`config.mk`:
```
export PLATFORM = sky130hd
export DESIGN_NAME = aidc_lite_comp_sel
export DESIGN_NICKNAME = d
export VERILOG_FILES = /design/src/rtl/aidc_lite_comp_pkg.sv /design/src/rtl/aidc_lite_comp_size_min.sv /design/src/rtl/aidc_lite_comp_sel.sv
export SDC_FILE = /design/constraint.sdc
export NUM_CORES = 1
export LEC_CHECK = 0
export ABC_AREA = 1
export ABC_CLOCK_PERIOD_IN_PS = 3910
export CORE_MARGIN = 2
export CORE_UTILIZATION = 46
export CTS_CLUSTER_DIAMETER = 40
export CTS_CLUSTER_SIZE = 20
export DETAILED_ROUTE_END_ITERATION = 10
export PLACE_DENSITY = 0.82
export SYNTH_ARGS = -nofsm -noshare
export SYNTH_HDL_FRONTEND = slang
export SYNTH_SLANG_ARGS = --single-unit
export TNS_END_PERCENT = 1
```
`constraint.sdc`:
```
create_clock -name clk -period 3.91 [get_ports clk]
set_input_delay 1.173 -clock clk [delete_from_list [all_inputs] [get_ports clk]]
set_output_delay 1.173 -clock clk [all_outputs]
set_load 0.02 [all_outputs]
```
`src/rtl/aidc_lite_comp_pkg.sv`:
```
// Shared types and constants for the compressor result selector.
// Selection and FSM state enums, result-buffer geometry.
package aidc_lite_comp_pkg;

    localparam int NUM_COMP  = 3;
    localparam int BUF_DEPTH = 16;
    localparam int RAW_SIZE  = 16;
    localparam int SZ_W      = $clog2(BUF_DEPTH) + 1;

    typedef enum logic [1:0] {
        SEL_SR,
        SEL_ZRLE,
        SEL_BPC,
        SEL_RAW
    } sel_t;

    typedef enum logic [2:0] {
        ST_IDLE,
        ST_COLLECT,
        ST_DECIDE,
        ST_FETCH,
        ST_DRAIN,
        ST_DONE
    } state_t;

endpackage

```
`src/rtl/aidc_lite_comp_size_min.sv`:
```
// Combinational 3-way minimum over eligible compressor sizes.
// Ports: size_i/fail_i per compressor -> ok_o, sel_o, size_o (lowest index wins ties).
module aidc_lite_comp_size_min
    import aidc_lite_comp_pkg::*;
(
    input  logic [NUM_COMP-1:0][SZ_W-1:0] size_i,
    input  logic [NUM_COMP-1:0]           fail_i,
    output logic                          ok_o,
    output sel_t                          sel_o,
    output logic [SZ_W-1:0]               size_o
);

    always_comb begin
        ok_o   = 1'b0;
        sel_o  = SEL_RAW;
        size_o = SZ_W'(RAW_SIZE);
        for (int n = 0; n < NUM_COMP; n++) begin
            // strict '<' keeps the earlier index on a tie
            if (!fail_i[n] && size_i[n] != '0 &&
                size_i[n] < SZ_W'(RAW_SIZE) &&
                (!ok_o || size_i[n] < size_o)) begin
                ok_o   = 1'b1;
                sel_o  = sel_t'(2'(n));
                size_o = size_i[n];
            end
        end
    end

endmodule

```
`src/rtl/aidc_lite_comp_sel.sv`:
```
// Picks the smallest successful compressor output per block and streams it
// as 32-bit words. Ports: compressor write/done/fail in, shared buffer read
// address/data, engine ready/rden/rdata, sel/size/done out.
// Optional macro AIDC_LITE_COMP_SEL_HDR_EN prepends a {sel,size} header word.
module aidc_lite_comp_sel
    import aidc_lite_comp_pkg::*;
#(
    parameter int TIMEOUT_CYC = 64,
    parameter int ADDR_W      = 4
) (
    input  logic                         clk,
    input  logic                         rst_n,
    input  logic                         sop_i,
    input  logic [NUM_COMP-1:0]          comp_wren_i,
    input  logic [NUM_COMP*ADDR_W-1:0]   comp_waddr_i,
    input  logic [NUM_COMP-1:0]          comp_done_i,
    input  logic [NUM_COMP-1:0]          comp_fail_i,
    output logic [ADDR_W-1:0]            buf_raddr_o,
    input  logic [NUM_COMP*64-1:0]       buf_rdata_i,
    output logic                         ready_o,
    input  logic                         rden_i,
    output logic [31:0]                  rdata_o,
    output logic [1:0]                   sel_o,
    output logic [SZ_W-1:0]              size_o,
    output logic                         done_o
);

`ifdef AIDC_LITE_COMP_SEL_HDR_EN
    localparam bit HDR_EN = 1'b1;
`else
    localparam bit HDR_EN = 1'b0;
`endif

    localparam int CNT_W = $clog2(TIMEOUT_CYC);

    state_t                        state_q, state_d;
    logic [NUM_COMP-1:0]           done_q, fail_q, done_nx, fail_nx;
    logic [NUM_COMP-1:0][SZ_W-1:0] size_q, size_nx, wend;
    logic [CNT_W-1:0]              cnt_q;
    logic                          tmo, all_done;
    sel_t                          sel_q, min_sel;
    logic [SZ_W-1:0]               sel_size_q, min_size;
    logic                          min_ok;
    logic [ADDR_W-1:0]             raddr_q, idx_q;
    logic [63:0]                   hold_q, slice;
    logic                          half_q, hdr_q, ready_q, last_word;

    // Status including this cycle's strobes, so a done seen in the last
    // COLLECT cycle still counts toward the exit and the decision.
    always_comb begin
        done_nx = done_q | comp_done_i;
        fail_nx = fail_q | (comp_fail_i & comp_done_i);
        size_nx = size_q;
        for (int n = 0; n < NUM_COMP; n++) begin
            wend[n] = SZ_W'(comp_waddr_i[n*ADDR_W +: ADDR_W]) + SZ_W'(1);
            if (comp_wren_i[n] && wend[n] > size_nx[n])
                size_nx[n] = wend[n];
        end
    end

    assign all_done  = &done_nx;
    assign tmo       = (cnt_q == CNT_W'(TIMEOUT_CYC - 1));
    assign last_word = (SZ_W'(idx_q) == sel_size_q - SZ_W'(1));

    aidc_lite_comp_size_min u_min (
        .size_i (size_q),
        .fail_i (fail_q),
        .ok_o   (min_ok),
        .sel_o  (min_sel),
        .size_o (min_size)
    );

    always_comb begin
        slice = '0;
        unique case (sel_q)
            SEL_SR:   slice = buf_rdata_i[63:0];
            SEL_ZRLE: slice = buf_rdata_i[127:64];
            SEL_BPC:  slice = buf_rdata_i[191:128];
            default:  slice = '0;
        endcase
    end

    always_ff @(posedge clk or negedge rst_n) begin
        if (!rst_n) state_q <= ST_IDLE;
        else        state_q <= state_d;
    end

    always_comb begin
        state_d = state_q;
        if (sop_i) begin
            state_d = ST_COLLECT;
        end else begin
            unique case (state_q)
                ST_IDLE:    state_d = ST_IDLE;
                ST_COLLECT: if (all_done || tmo) state_d = ST_DECIDE;
                ST_DECIDE:  state_d = min_ok ? ST_FETCH : ST_DONE;
                ST_FETCH:   state_d = ST_DRAIN;
                ST_DRAIN:   if (rden_i && !hdr_q && half_q && last_word)
                                state_d = ST_DONE;
                ST_DONE:    state_d = ST_IDLE;
                default:    state_d = ST_IDLE;
            endcase
        end
    end

    always_comb begin
        done_o  = (state_q == ST_DONE);
        rdata_o = '0;
        if (state_q == ST_DRAIN) begin
            if (hdr_q)       rdata_o = {24'h0, 1'b0, sel_q, sel_size_q};
            else if (half_q) rdata_o = hold_q[63:32];
            else             rdata_o = hold_q[31:0];
        end
    end

    always_ff @(posedge clk or negedge rst_n) begin
        if (!rst_n) begin
            done_q     <= '0;
            fail_q     <= '0;
            size_q     <= '0;
            cnt_q      <= '0;
            sel_q      <= SEL_RAW;
            sel_size_q <= SZ_W'(RAW_SIZE);
            raddr_q    <= '0;
            idx_q      <= '0;
            hold_q     <= '0;
            half_q     <= 1'b0;
            hdr_q      <= 1'b0;
            ready_q    <= 1'b0;
        end else if (sop_i) begin
            done_q  <= '0;
            fail_q  <= '0;
            size_q  <= '0;
            cnt_q   <= '0;
            ready_q <= 1'b0;
        end else begin
            unique case (state_q)
                ST_COLLECT: begin
                    done_q <= done_nx;
                    fail_q <= fail_nx | (tmo ? ~done_nx : '0);
                    size_q <= size_nx;
                    cnt_q  <= cnt_q + CNT_W'(1);
                end
                ST_DECIDE: begin
                    raddr_q <= '0;
                    idx_q   <= '0;
                    if (min_ok) begin
                        sel_q      <= min_sel;
                        sel_size_q <= min_size;
                    end else begin
                        sel_q      <= SEL_RAW;
                        sel_size_q <= SZ_W'(RAW_SIZE);
                    end
                end
                ST_FETCH: begin
                    hold_q  <= slice;
                    half_q  <= 1'b0;
                    hdr_q   <= HDR_EN;
                    ready_q <= 1'b1;
                end
                ST_DRAIN: begin
                    if (rden_i) begin
                        if (hdr_q) begin
                            hdr_q <= 1'b0;
                        end else if (!half_q) begin
                            half_q <= 1'b1;
                            // prefetch next word; never past size-1
                            if (!last_word) raddr_q <= idx_q + ADDR_W'(1);
                        end else if (last_word) begin
                            ready_q <= 1'b0;
                        end else begin
                            hold_q <= slice;
                            half_q <= 1'b0;
                            idx_q  <= idx_q + ADDR_W'(1);
                        end
                    end
                end
                default: ;
            endcase
        end
    end

    assign buf_raddr_o = raddr_q;
    assign ready_o     = ready_q;
    assign sel_o       = sel_q;
    assign size_o      = sel_size_q;

endmodule

```
==> results list <==
- The internal portion of the total power is 3.199 mW.
- Syn Std Cell Area: 7408 um2
- After detailed routing, the number of vias per cell comes to 5.432.
* Total track usage: 27.80%
- Most frequent cell after synthesis: sky130_fd_sc_hd__nand3_1
* Ports placed on the boundary: 262
- GRT Residual Overflow: 0
- At the end of the flow, the number of nets in the layout was 1460.
- IO buf count: 261
- In the finished design, the share of the clock period the worst path needs comes to 95.60%.
- Number of fill cells: 1360
- Number of nets still failing antenna checks after routing: 0
- Number of cell instances on the worst register-to-register path: 21
- Synthesis produced 988 cells.
- Summed over all cells, the static leakage comes to 4.598 nW.
* CTS tree: yes
* DRC violations left: 0
- RSZ-0062 raised after global routing: false
- In this run the number of cells on the critical path is 7.
- The die covers 17140 um2.
- After clock tree synthesis, the clock-pin slew on the worst setup and hold paths is 0.07 ns.
* Standard-cell rows: 46
- The worst-case IR drop observed on VDD is 0.3366 mV.
* Outcome: complete, no violations
- The number of antenna violations at the first check in global routing was 2.
- H-tree levels: 3
- The worst hold path belongs to the class reg2reg.
* Weighted congestion reported at the end of routability-driven placement: 0.8829
- By startpoint and endpoint, the worst setup path is classified as reg2out.
* Commonest cells in the synthesized netlist: 227 x sky130_fd_sc_hd__nand3_1, 201 x sky130_fd_sc_hd__nand2_1, 117 x sky130_fd_sc_hd__inv_1, 108 x sky130_fd_sc_hd__dfrtp_1, 55 x sky130_fd_sc_hd__o21ai_2
- Based on the critical path, the design can be clocked at up to 267.5 MHz.
- The number of global-route vias before repair was 7281.
* Fraction of final layout cells sized beyond drive strength 1: 9.024%
- In the synthesized netlist the dominant register cell turns out to be sky130_fd_sc_hd__dfrtp_1.
- Combinational cells account for 53.8% of the total power.
- Setup-failing EPs final: 0
* Max-capacitance violation count: 0
- # hold bufs at CTS: 0
* Share of synthesized area occupied by flip-flops and latches: 37.54%
- 1st-pass router iterations: 5
- Routed wire per std cell: 16.92 um
- The worst setup path is launched from a flop.
- Dividing the synthesized area by the synthesized cell count gives 7.498 um2.
- After synthesis the netlist holds a flip-flop and latch count of 111.
- Combined buffer and inverter count along the critical path: 4
- Mapped Nets: 1234
- The clock network accounts for 16.1% of the total power.
- Along the worst path, the maximum fanout reaches 32.
- Power spread over the standard cell area amounts to 557.9 nW/um2.
- Sequential cell fraction of total power: 30.1%
* Sum of routed wire length over all layers: 24300 um
- Skew-Pair Late Insertion Delay: 0.36 ns
- The design draws 5.799 mW.
* Proportion of synthesized flip-flops having asynchronous set or reset: 100.0%
- Clock buffer depth: 2
- Detailed placement finished with a half-perimeter wire length of 17960 um.
- Counting instances, the worst hold path has a depth of 2.
- First-iteration detailed-routing DRC count: 614
* Crit end category: output port
* Vert. Die Dim: 130.9 um
- Setup total negative slack on the finished layout was measured at 0 ns.
- In this run, CTS created clock tree buffers numbering 9.
- Number of flops mapped to enable cells by yosys: 0
- For this run, the number of Yosys warnings is 0.
- The number of slew-limit violations in the final report is 0.
- In this run the biggest area consumer among cell types represents 36.48% of the synthesized area.
- Number of clock sinks: 111
- Subtracting the final worst setup slack from the clock period gives 3.738 ns.
* Pin count of the biggest net entering global routing: 67
- Data arrival time of the critical path: 2.56 ns
- For the final database, setup skew stands at 0.005900 ns.
* Crit path largest cell delay: 0.64 ns
* Cells resized by post-CTS repair: 0
- Net switching is 44.83% of the power.
* Net Sw Power: 2.600 mW
- The critical path goes through nor3_4 > inv_2 > nor2_1 > inv_1 > buf_4 > o22ai_1 > clkdlybuf4s50_1.
- Netlist cell types: 40
* Placeable core region: 15830 um2
* Initial core utilization: 46.81%
- Root buffer cell: sky130_fd_sc_hd__clkbuf_16
* Detailed-route via count: 7801
* Die X: 130.9 um
- Crit path required time: 2.74 ns
- Final number of hold-violating endpoints: 0
- Cell with the biggest individual delay on the critical path: sky130_fd_sc_hd__clkdlybuf4s50_1
- The number of setup buffers added after CTS is 0.
- Headroom to the max-slew limit: 16.16%
- Area growth, synth to finish: 40.31%
- By area the synthesized netlist is led by sky130_fd_sc_hd__dfrtp_1 36%, sky130_fd_sc_hd__nand3_1 15%, sky130_fd_sc_hd__nand2_1 10%, sky130_fd_sc_hd__o21ai_2 6.5%, sky130_fd_sc_hd__inv_1 5.9%.
- Transition at the pin with the smallest max-transition slack: 1.256 ns
- The first global-routing pass estimated 36690 um of wire.
- Crit path max-delay family: buffers and inverters
- Largest area contributor in the synthesized netlist: sky130_fd_sc_hd__dfrtp_1
tightest hold or removal path, stage by stage, from the launching register on:
cell and delay (ns):
sky130_fd_sc_hd__dfrtp_1 0.34, sky130_fd_sc_hd__nand2_1 0.05, sky130_fd_sc_hd__o31ai_1 0.05
cells in the final DEF (no fill, tap or decap), types with 3 or more instances in the layout:
cell type / n
sky130_fd_sc_hd__a21oi_1: 20
sky130_fd_sc_hd__buf_12: 3
sky130_fd_sc_hd__buf_4: 10
sky130_fd_sc_hd__clkbuf_16: 9
sky130_fd_sc_hd__clkdlybuf4s50_1: 260
sky130_fd_sc_hd__clkinv_2: 3
sky130_fd_sc_hd__dfrtp_1: 108
sky130_fd_sc_hd__dfstp_2: 3
sky130_fd_sc_hd__ha_1: 29
sky130_fd_sc_hd__inv_1: 115
sky130_fd_sc_hd__inv_2: 6
sky130_fd_sc_hd__nand2_1: 201
sky130_fd_sc_hd__nand2_2: 12
sky130_fd_sc_hd__nand3_1: 227
sky130_fd_sc_hd__nand4_1: 5
sky130_fd_sc_hd__nor2_1: 29
sky130_fd_sc_hd__nor3_1: 7
sky130_fd_sc_hd__o21a_1: 7
sky130_fd_sc_hd__o21ai_0: 23
sky130_fd_sc_hd__o21ai_1: 5
sky130_fd_sc_hd__o21ai_2: 55
sky130_fd_sc_hd__o221ai_1: 4
sky130_fd_sc_hd__o22ai_1: 39
sky130_fd_sc_hd__o31ai_1: 4
sky130_fd_sc_hd__xor2_1: 10
path summary, 6_finish.rpt:
kind	slack [ns]	to	start
max reg2reg	0.54	size_o[3]	fail_q[0]
max	0.17	rdata_o[6]	state_q[1]
min reg2reg	0.49	buf_raddr_o[3]	buf_raddr_o[3]
min in group asynchronous	0.73	done_q[2]	rst_n
max in group asynchronous	2.37	sel_o[0]	rst_n
min	0.49	buf_raddr_o[3]	buf_raddr_o[3]
stage by stage:
stage / worst slack [ns] / hold slack, ns / area, um2 / cells / util [%]
after floorplan: 1.088 / 0.4638 / 7408 / 988 / -
after global placement: 0.6365 / 0.4728 / 10100 / 1419 / 63.82
after detailed placement: 0.5666 / 0.4705 / 10100 / 1419 / 63.82
after CTS: 0.1892 / 0.4885 / 10390 / 1435 / 65.66
after global routing: 0.02094 / 0.5115 / 10400 / 1436 / 65.68
final: 0.1722 / 0.4850 / 10400 / 1436 / 65.68
flip-flops by register name, summed over array words and instances, names as in the netlist, 4 cells and up:
name,flops
size_o,5
idx_q,4
hold_q,64
cnt_q,6
buf_raddr_o,4
size_q,15
metal layers:
metal,up-vias,part of all wire [%],track usage (%)
li1,3785,-,-
met1,3640,39,33.20
met2,310,49,48.31
met3,64,8.2,4.805
met4,2,4.5,14.21
met5,-,0.054,0
final cells by class:
cell class	instances	area (um2)	share of cell area, %
Antenna cell	1	2.502	0.02407
Clock buffer	12	246.5	2.371
Clock inverter	4	45.04	0.4333
Inverter	122	460.4	4.429
Multi-Input combinational cell	697	3851	37.05
Sequential cell	111	2781	26.76
Tap cell	216	270.3	2.600
Timing Repair Buffer	273	2738	26.34
power groups by stage:
stage / Clock, mW / Combinational, mW / Sequential (mW)
floorplan: 0 / 2.12 / 1.75
global placement: 0 / 3.05 / 1.75
detailed placement: 0 / 3.09 / 1.77
CTS: 0.944 / 3.12 / 1.75
global route: 0.987 / 3.45 / 1.79
finish: 0.933 / 3.12 / 1.75
cells by family (layout without fill, tap and decap cells):
kind of cell               count (synthesis)  count (layout)  synth area share (%)
adders and majority gates                 29              29                 4.898
and+or+nand+nor                          489             489                 29.81
AOI/OAI and AO/OA                        167             167                 15.76
buffers and inverters                    180             411                 10.57
DFF                                      111             111                 37.54
xor gates and xnor gates                  12              12                 1.419
other                                      0               1                     0
Power figures use the tool's default switching activity.
